### src/rtl/deco_binario_7seg.sv
// rtl/deco_binario_7seg.sv - registered hex-to-seven-segment decoder
//
// Purpose: turns a 4-bit value (0x0-0xF) into the segment pattern for one
// seven-segment digit (glyphs 0-9, A, b, C, d, E, F). The pattern is
// registered so the display pins never see decode glitches.
//
// Ports:
//   i_Clk          system clock, rising edge
//   i_Reset        asynchronous active-high reset, forces all segments off
//   Demx_deco_Sel  value to display, unsigned 0-15
//   o_Segmentos    registered segment drive, [6]=a .. [0]=g
//
// SEG_ACTIVE_LOW = 0 drives a lit segment as 1 (common cathode);
// SEG_ACTIVE_LOW = 1 inverts every bit (common anode).

module deco_binario_7seg #(
  parameter bit SEG_ACTIVE_LOW = 1'b0
) (
  input  logic       i_Clk,
  input  logic       i_Reset,
  input  logic [3:0] Demx_deco_Sel,
  output logic [6:0] o_Segmentos
);

  // "All segments off" in the selected polarity.
  localparam logic [6:0] SEG_OFF = SEG_ACTIVE_LOW ? 7'h7F : 7'h00;

  logic [6:0] seg_hi;   // active-high pattern, a..g
  logic [6:0] seg_d;
  logic [6:0] seg_q;

  // An X/Z select bit matches no case item, so simulation falls through
  // to the default and shows a blank digit.
  always_comb begin
    seg_hi = 7'h00;
    unique case (Demx_deco_Sel)
      4'h0: seg_hi = 7'h7E;
      4'h1: seg_hi = 7'h30;
      4'h2: seg_hi = 7'h6D;
      4'h3: seg_hi = 7'h79;
      4'h4: seg_hi = 7'h33;
      4'h5: seg_hi = 7'h5B;
      4'h6: seg_hi = 7'h5F;
      4'h7: seg_hi = 7'h70;
      4'h8: seg_hi = 7'h7F;
      4'h9: seg_hi = 7'h7B;
      4'hA: seg_hi = 7'h77;
      4'hB: seg_hi = 7'h1F;
      4'hC: seg_hi = 7'h4E;
      4'hD: seg_hi = 7'h3D;
      4'hE: seg_hi = 7'h4F;
      4'hF: seg_hi = 7'h47;
      default: seg_hi = 7'h00;
    endcase
  end

  always_comb begin
    seg_d = SEG_ACTIVE_LOW ? ~seg_hi : seg_hi;
  end

  always_ff @(posedge i_Clk or posedge i_Reset) begin
    if (i_Reset) begin
      seg_q <= SEG_OFF;
    end else begin
      seg_q <= seg_d;
    end
  end

  assign o_Segmentos = seg_q;

endmodule

### config.mk
export PLATFORM = sky130hd
export DESIGN_NAME = deco_binario_7seg
export DESIGN_NICKNAME = d
export VERILOG_FILES = /design/src/rtl/deco_binario_7seg.sv
export SDC_FILE = /design/constraint.sdc
export NUM_CORES = 1
export LEC_CHECK = 0
export ABC_CLOCK_PERIOD_IN_PS = 800
export CAP_MARGIN = 20
export CORE_AREA = 5 5 42 44
export CTS_CLUSTER_DIAMETER = 120
export DETAILED_ROUTE_END_ITERATION = 16
export DIE_AREA = 0 0 47 49
export GPL_TIMING_DRIVEN = 0
export PLACE_DENSITY = 0.69
export SYNTH_ARGS = -nofsm -noshare
export SYNTH_HDL_FRONTEND = slang
export SYNTH_SLANG_ARGS = --single-unit
export TNS_END_PERCENT = 100
### constraint.sdc
create_clock -name i_Clk -period 0.8 [get_ports i_Clk]
set_input_delay 0.08 -clock i_Clk [delete_from_list [all_inputs] [get_ports i_Clk]]
set_output_delay 0.08 -clock i_Clk [all_outputs]
set_load 0.02 [all_outputs]
==> metrics.cfg <==
[power_and_ir_drop]
power.share.clock_pct=30.2
power.switching_mw=0.2699
ir_drop_uv=430.3
intPower_mw=0.7398
power.density_mw_per_mm2=1411
p_comb_share_pct=30.4
seqPwrFrac_pct=39.4
p_sw_share_pct=26.73
p_leak_nw=0.3106

[route]
final_antenna_net_count=0
wl_met2_um=439
top_layer=met4
drt_iter0_drc=0
vias=331
avgRoutedWirePerCell_um=11.42
routed_wl_um=834
first_pass_iters=1
drt-met1-wl_um=306
drc=0
viasPerCell=4.534
wl_met3_um=74

[global_route]
grt_pass1_wl_mm=1.469
antenna_found_initial=0
first_global_vias=337
grt-ovfl-total=0
grt_max_degree=11
grt_use_total_pct=9.059

[cts]
cts.sinks=7
clk_pin_slew_worst_paths_ns=0.05
clockRootBuffer=clkbuf_4
cts_htree_levels=1
cts_tree=built
clock_path_buffers=2
cts_buffers=3

[yosys]
ys_types=18
synth_area_leaders=dfrtp_1 (38%), ha_1 (19%), mux2_2 (7.2%)
synth.area.mux_share_pct=17.16
yosys.area_share.simple_pct=8.847
syn_inst=41
synth_top_family_by_area=adder cells
synth.largest_area_cell=dfrtp_1
synth_top_area_share_pct=37.53
yosys_most_used_dff=dfrtp_1
ys_seq_area_share_pct=37.53
synthAdderAreaFrac_pct=18.77
ys_ff_latch=7
synth-compound-area-share_pct=9.383
synth_fp_nets=54
synthArstFlopShare_pct=100.0
synth-xor-area-share_pct=0
syn_avg_cell_area_sq_um=11.38
syn_area_sq_um=466.7
yosys_warnings=0
synth_edf_count=0
synth_commonest_cells=dfrtp_1 (7), ha_1 (7), inv_1 (6)

[critical_path]
required_ns=0.72
cp.depth=1
cp_slowest_stage_delay_ns=0.37
crit_path_start_kind=register
crit_chain=buf_6
critPathLaunch=o_Segmentos[1]$_DFF_PP0_
cpLargestDelayFamily=flip-flops
crit_type=register to output pin
slowest_stage=dfrtp_1
critical_path.max_fanout=1
path_buf_inv=1
cp-end-kind=output pin
worst_ep_arrival_time_ns=0.75

[run_status]
outcome=finished with violations
violations=setup timing

[sta]
max_freq_mhz=1210
min_period_over_period_pct=103.3
slew_viol_final=0
fin_ws_ns=-0.02673
finalHoldViolations=0
finalSetupViolCount=7
tightest_slew_ns=0.2449
relSlewSlack_pct=83.65
whs_ns=0.06289
min_period_ns=0.8267
rsz0062_at_grt=true

[cells_and_area]
area_growth_pct=53.35
finalNetCount=71
fillCellCount=138
multiInputGateArea_sq_um=286.5
drive_gt1_share_pct=43.86
fin_area_sq_um=715.7
largest_register_ffs=7
seq_area_sq_um=175.2
final_util_pct=51.07
n_antenna_cell=0

[placement]
dpl.hpwl_um=630
portBuffers=12
placed_area_sq_um=645.6
place_congestion=0.6793

[floorplanning]
dieArea_sq_mm=0.002303
ios=13
die_x_um=47
rows=14
core_area_sq_mm=0.001401
start_util_pct=33.30
die_h_um=49

[job]
drv_cap=0

[hold_path]
hold_class=primary input to async pin

-- area by class of cell --
type	instances	area share [%]
Sequential cell	7	24.48
Inverter	6	5.944
Multi-Input combinational cell	26	40.04
Clock buffer	4	3.671
Buffer	2	3.147
Timing Repair Buffer	12	19.93
Tap cell	16	2.797
-- power by group through the flow --
stage	Sequential, mW	Combinational [mW]	Clock, mW
after floorplan	0.438	0.119	0
after global placement	0.396	0.281	0
after detailed placement	0.397	0.282	0
after CTS	0.398	0.299	0.314
after global routing	0.400	0.332	0.360
final	0.398	0.307	0.305
-- repair_timing --
item / CTS / global route
endpoints found under the hold margin: 0 / 0
endpoints found under the setup margin: 14 / 11
buffers inserted: 0 / 0
hold buffers: 0 / 0
gates cloned: 0 / 0
gates resized for setup: 64 / 5
pin swaps: 0 / 1
-- cell usage in the layout, fill, tap and decap left out, types with 2 or more instances in the layout --
| cell type | count |
|---|---|
| mux2i_1 | 2 |
| mux2_2 | 3 |
| clkbuf_4 | 3 |
| nor3_1 | 2 |
| ha_4 | 3 |
| dfrtp_1 | 7 |
| ha_1 | 4 |
| buf_6 | 9 |
| inv_1 | 4 |
| buf_12 | 2 |
| a21oi_1 | 3 |
-- worst max-delay path by stage --
stage                                          end
after global routing                o_Segmentos[1]
after CTS                           o_Segmentos[1]
final                               o_Segmentos[1]
after global placement    o_Segmentos[3]$_DFF_PP0_
after floorplan           o_Segmentos[3]$_DFF_PP0_
after detailed placement  o_Segmentos[3]$_DFF_PP0_
-- per-stage QoR --
stage | instances | setup TNS [ns] | power (mW) | setup slack, ns
3_3_place_gp | 69 | -6.827 | 0.6767 | -0.9662
6_report | 73 | -0.1195 | 1.010 | -0.02673
4_1_cts | 73 | -0.1842 | 1.011 | -0.03525
2_1_floorplan | 41 | -0.08758 | 0.5571 | -0.08758
3_5_place_dp | 69 | -6.889 | 0.6795 | -0.9684
5_1_grt | 73 | -0.3901 | 1.091 | -0.07552
-- layer usage --
layer  GRT usage, %  vias up
met4          6.912        0
li1               -      169
met5              0        -
met3          3.690        2
met1          10.04      149
met2          13.12       11
-- kinds of logic (layout without fill, tap and decap cells) --
group	after synthesis	in the layout
mux	6	6
compound gates	6	6
flops	7	7
simple gates	7	7
buf+inv	8	24
fa+ha+maj	7	7
No activity file was read; power rests on OpenSTA's default activity.
==> variant: new RTL, config.mk and constraints unchanged <==
Set the parameter `SEG_ACTIVE_LOW` to 1'b1 (it was 1'b0).
--- a/src/rtl/deco_binario_7seg.sv
+++ b/src/rtl/deco_binario_7seg.sv
@@ -14,7 +14,7 @@
 // SEG_ACTIVE_LOW = 1 inverts every bit (common anode).
 
 module deco_binario_7seg #(
-  parameter bit SEG_ACTIVE_LOW = 1'b0
+  parameter bit SEG_ACTIVE_LOW = 1'b1
 ) (
   input  logic       i_Clk,
   input  logic       i_Reset,
Function: changed (a bounded check fails within 4 cycles, from zero or initial values and one cycle with i_Reset high).
==> variant against the original RTL <==
The run still ends with negative setup slack left; routed wire length decreased by 7.0%; die area unchanged; final area decreased by 3.1%; setup slack got worse by 0.13 ns; final cell count increased by 1.4%; area after synthesis decreased by 5.9%; total power increased by 2.0%; sequential cell count unchanged; critical endpoint is now o_Segmentos[5].
==> variant: results (changes against the original RTL) <==
| Metric | Value |
|---|---|
| Status | `finished with violations` |
| Yosys warning total | `0 (unchanged)` |
| CP top delay family | `flip-flops` |
| Multi-input combinational area share | `0.3412 (-0.05919)` |
| Final hold slack | `0.1468 ns (+0.08390 ns)` |
| Failing checks | `negative setup slack` |
| Met3 routed WL | `72 um (-2.7%)` |
| Share of layout cells above drive strength 1 | `0.5345 (+0.09589)` |
| Met1 Use GR | `0.09276 (-0.007686)` |
| Resized Gates After CTS | `59 (-7.8%)` |
| Signal buffers | `17 (+3)` |
| Final non-clock buffer share | `0.2762 (+0.04540)` |
| Internal power | `0.0007617 W (+3.0%)` |
| Slowest CP cell | `dfstp_2` |
| Routability Congestion | `0.7999 (+18%)` |
| ClkCell Share | `0.03791 (+0.001193)` |
| GRT Util Overall | `0.08458 (-0.006010)` |
| Worst Hold Class | `in2reg` |
| Setup bufs post-CTS | `3 (+3)` |
| WP data arrival | `0.88 ns (+0.13 ns)` |
| Sequential share of cell area | `0.2653 (+0.02059)` |
| First-pass GRT wire length | `1345 um (-8.4%)` |
| Top post-synthesis cells by area | `dfstp_2, ha_1, mux4_2` |
| Slowest stage delay, CP | `0.52 ns (+0.15 ns)` |
| FILL cells | `142 (+2.9%)` |
| GR Util met2 | `0.1222 (-0.009050)` |
| Placed wire-length estimate | `624.1 um (-0.94%)` |
| Peak supply drop | `499.5 uV (+16%)` |
| Post-synthesis net count | `51 (-5.6%)` |
| Initial drt markers | `6 (+6)` |
| Detailed-route vias per instance | `4.703 (+3.7%)` |
| WL met1 | `286 um (-6.5%)` |
| Endpoints failing setup | `7 (unchanged)` |
| TritonRoute pass-1 iters | `4 (+3)` |
| Inverters, non-clock | `4 (-2)` |
| Post-route setup slack | `-0.1579 ns (-0.1312 ns)` |
| Leak | `0.3161 nW (+1.8%)` |
| Seq/Total Area, Yosys | `0.4188 (+0.04347)` |
| WL per Instance | `10.49 um (-8.2%)` |
| Slew margin rel. | `0.8485 (+0.01193)` |
| Routed wl met2 | `371 um (-15%)` |
| Crit path from | `o_Segmentos[5]` |
| Most common library cells after synthesis | `dfstp_2, ha_1, inv_1` |
| Vias in the first global route | `348 (+3.3%)` |
| Place WS | `-0.8884 ns (+0.08002 ns)` |
| Crit path capture | `o_Segmentos[5]` |
variant: per-stage QoR:
step | cells | instance area [um2]
floorplan | 39 | 474.2
global placement | 67 | 614.3
detailed placement | 67 | 614.3
CTS | 74 | 675.6
global route | 74 | 693.2
finish | 74 | 693.2
variant: cells by family (layout without fill, tap and decap cells):
group / after synthesis / in the layout / share of synthesized area
DFF: 7 / 7 / 0.4188
AOI/OAI and AO/OA: 6 / 6 / 0.1083
and+or+nand+nor: 11 / 11 / 0.1282
muxes: 3 / 3 / 0.09686
buffers and inverters: 6 / 25 / 0.07692
adders and majority gates: 6 / 6 / 0.1709
variant: power groups by stage:
stage	clock network (W)	logic (W)	registers, W
2_1_floorplan	0	0.000114	0.000465
3_3_place_gp	0	0.000273	0.000418
3_5_place_dp	0	0.000277	0.000420
4_1_cts	0.000322	0.000294	0.000423
5_1_grt	0.000338	0.000329	0.000424
6_report	0.000307	0.000301	0.000422
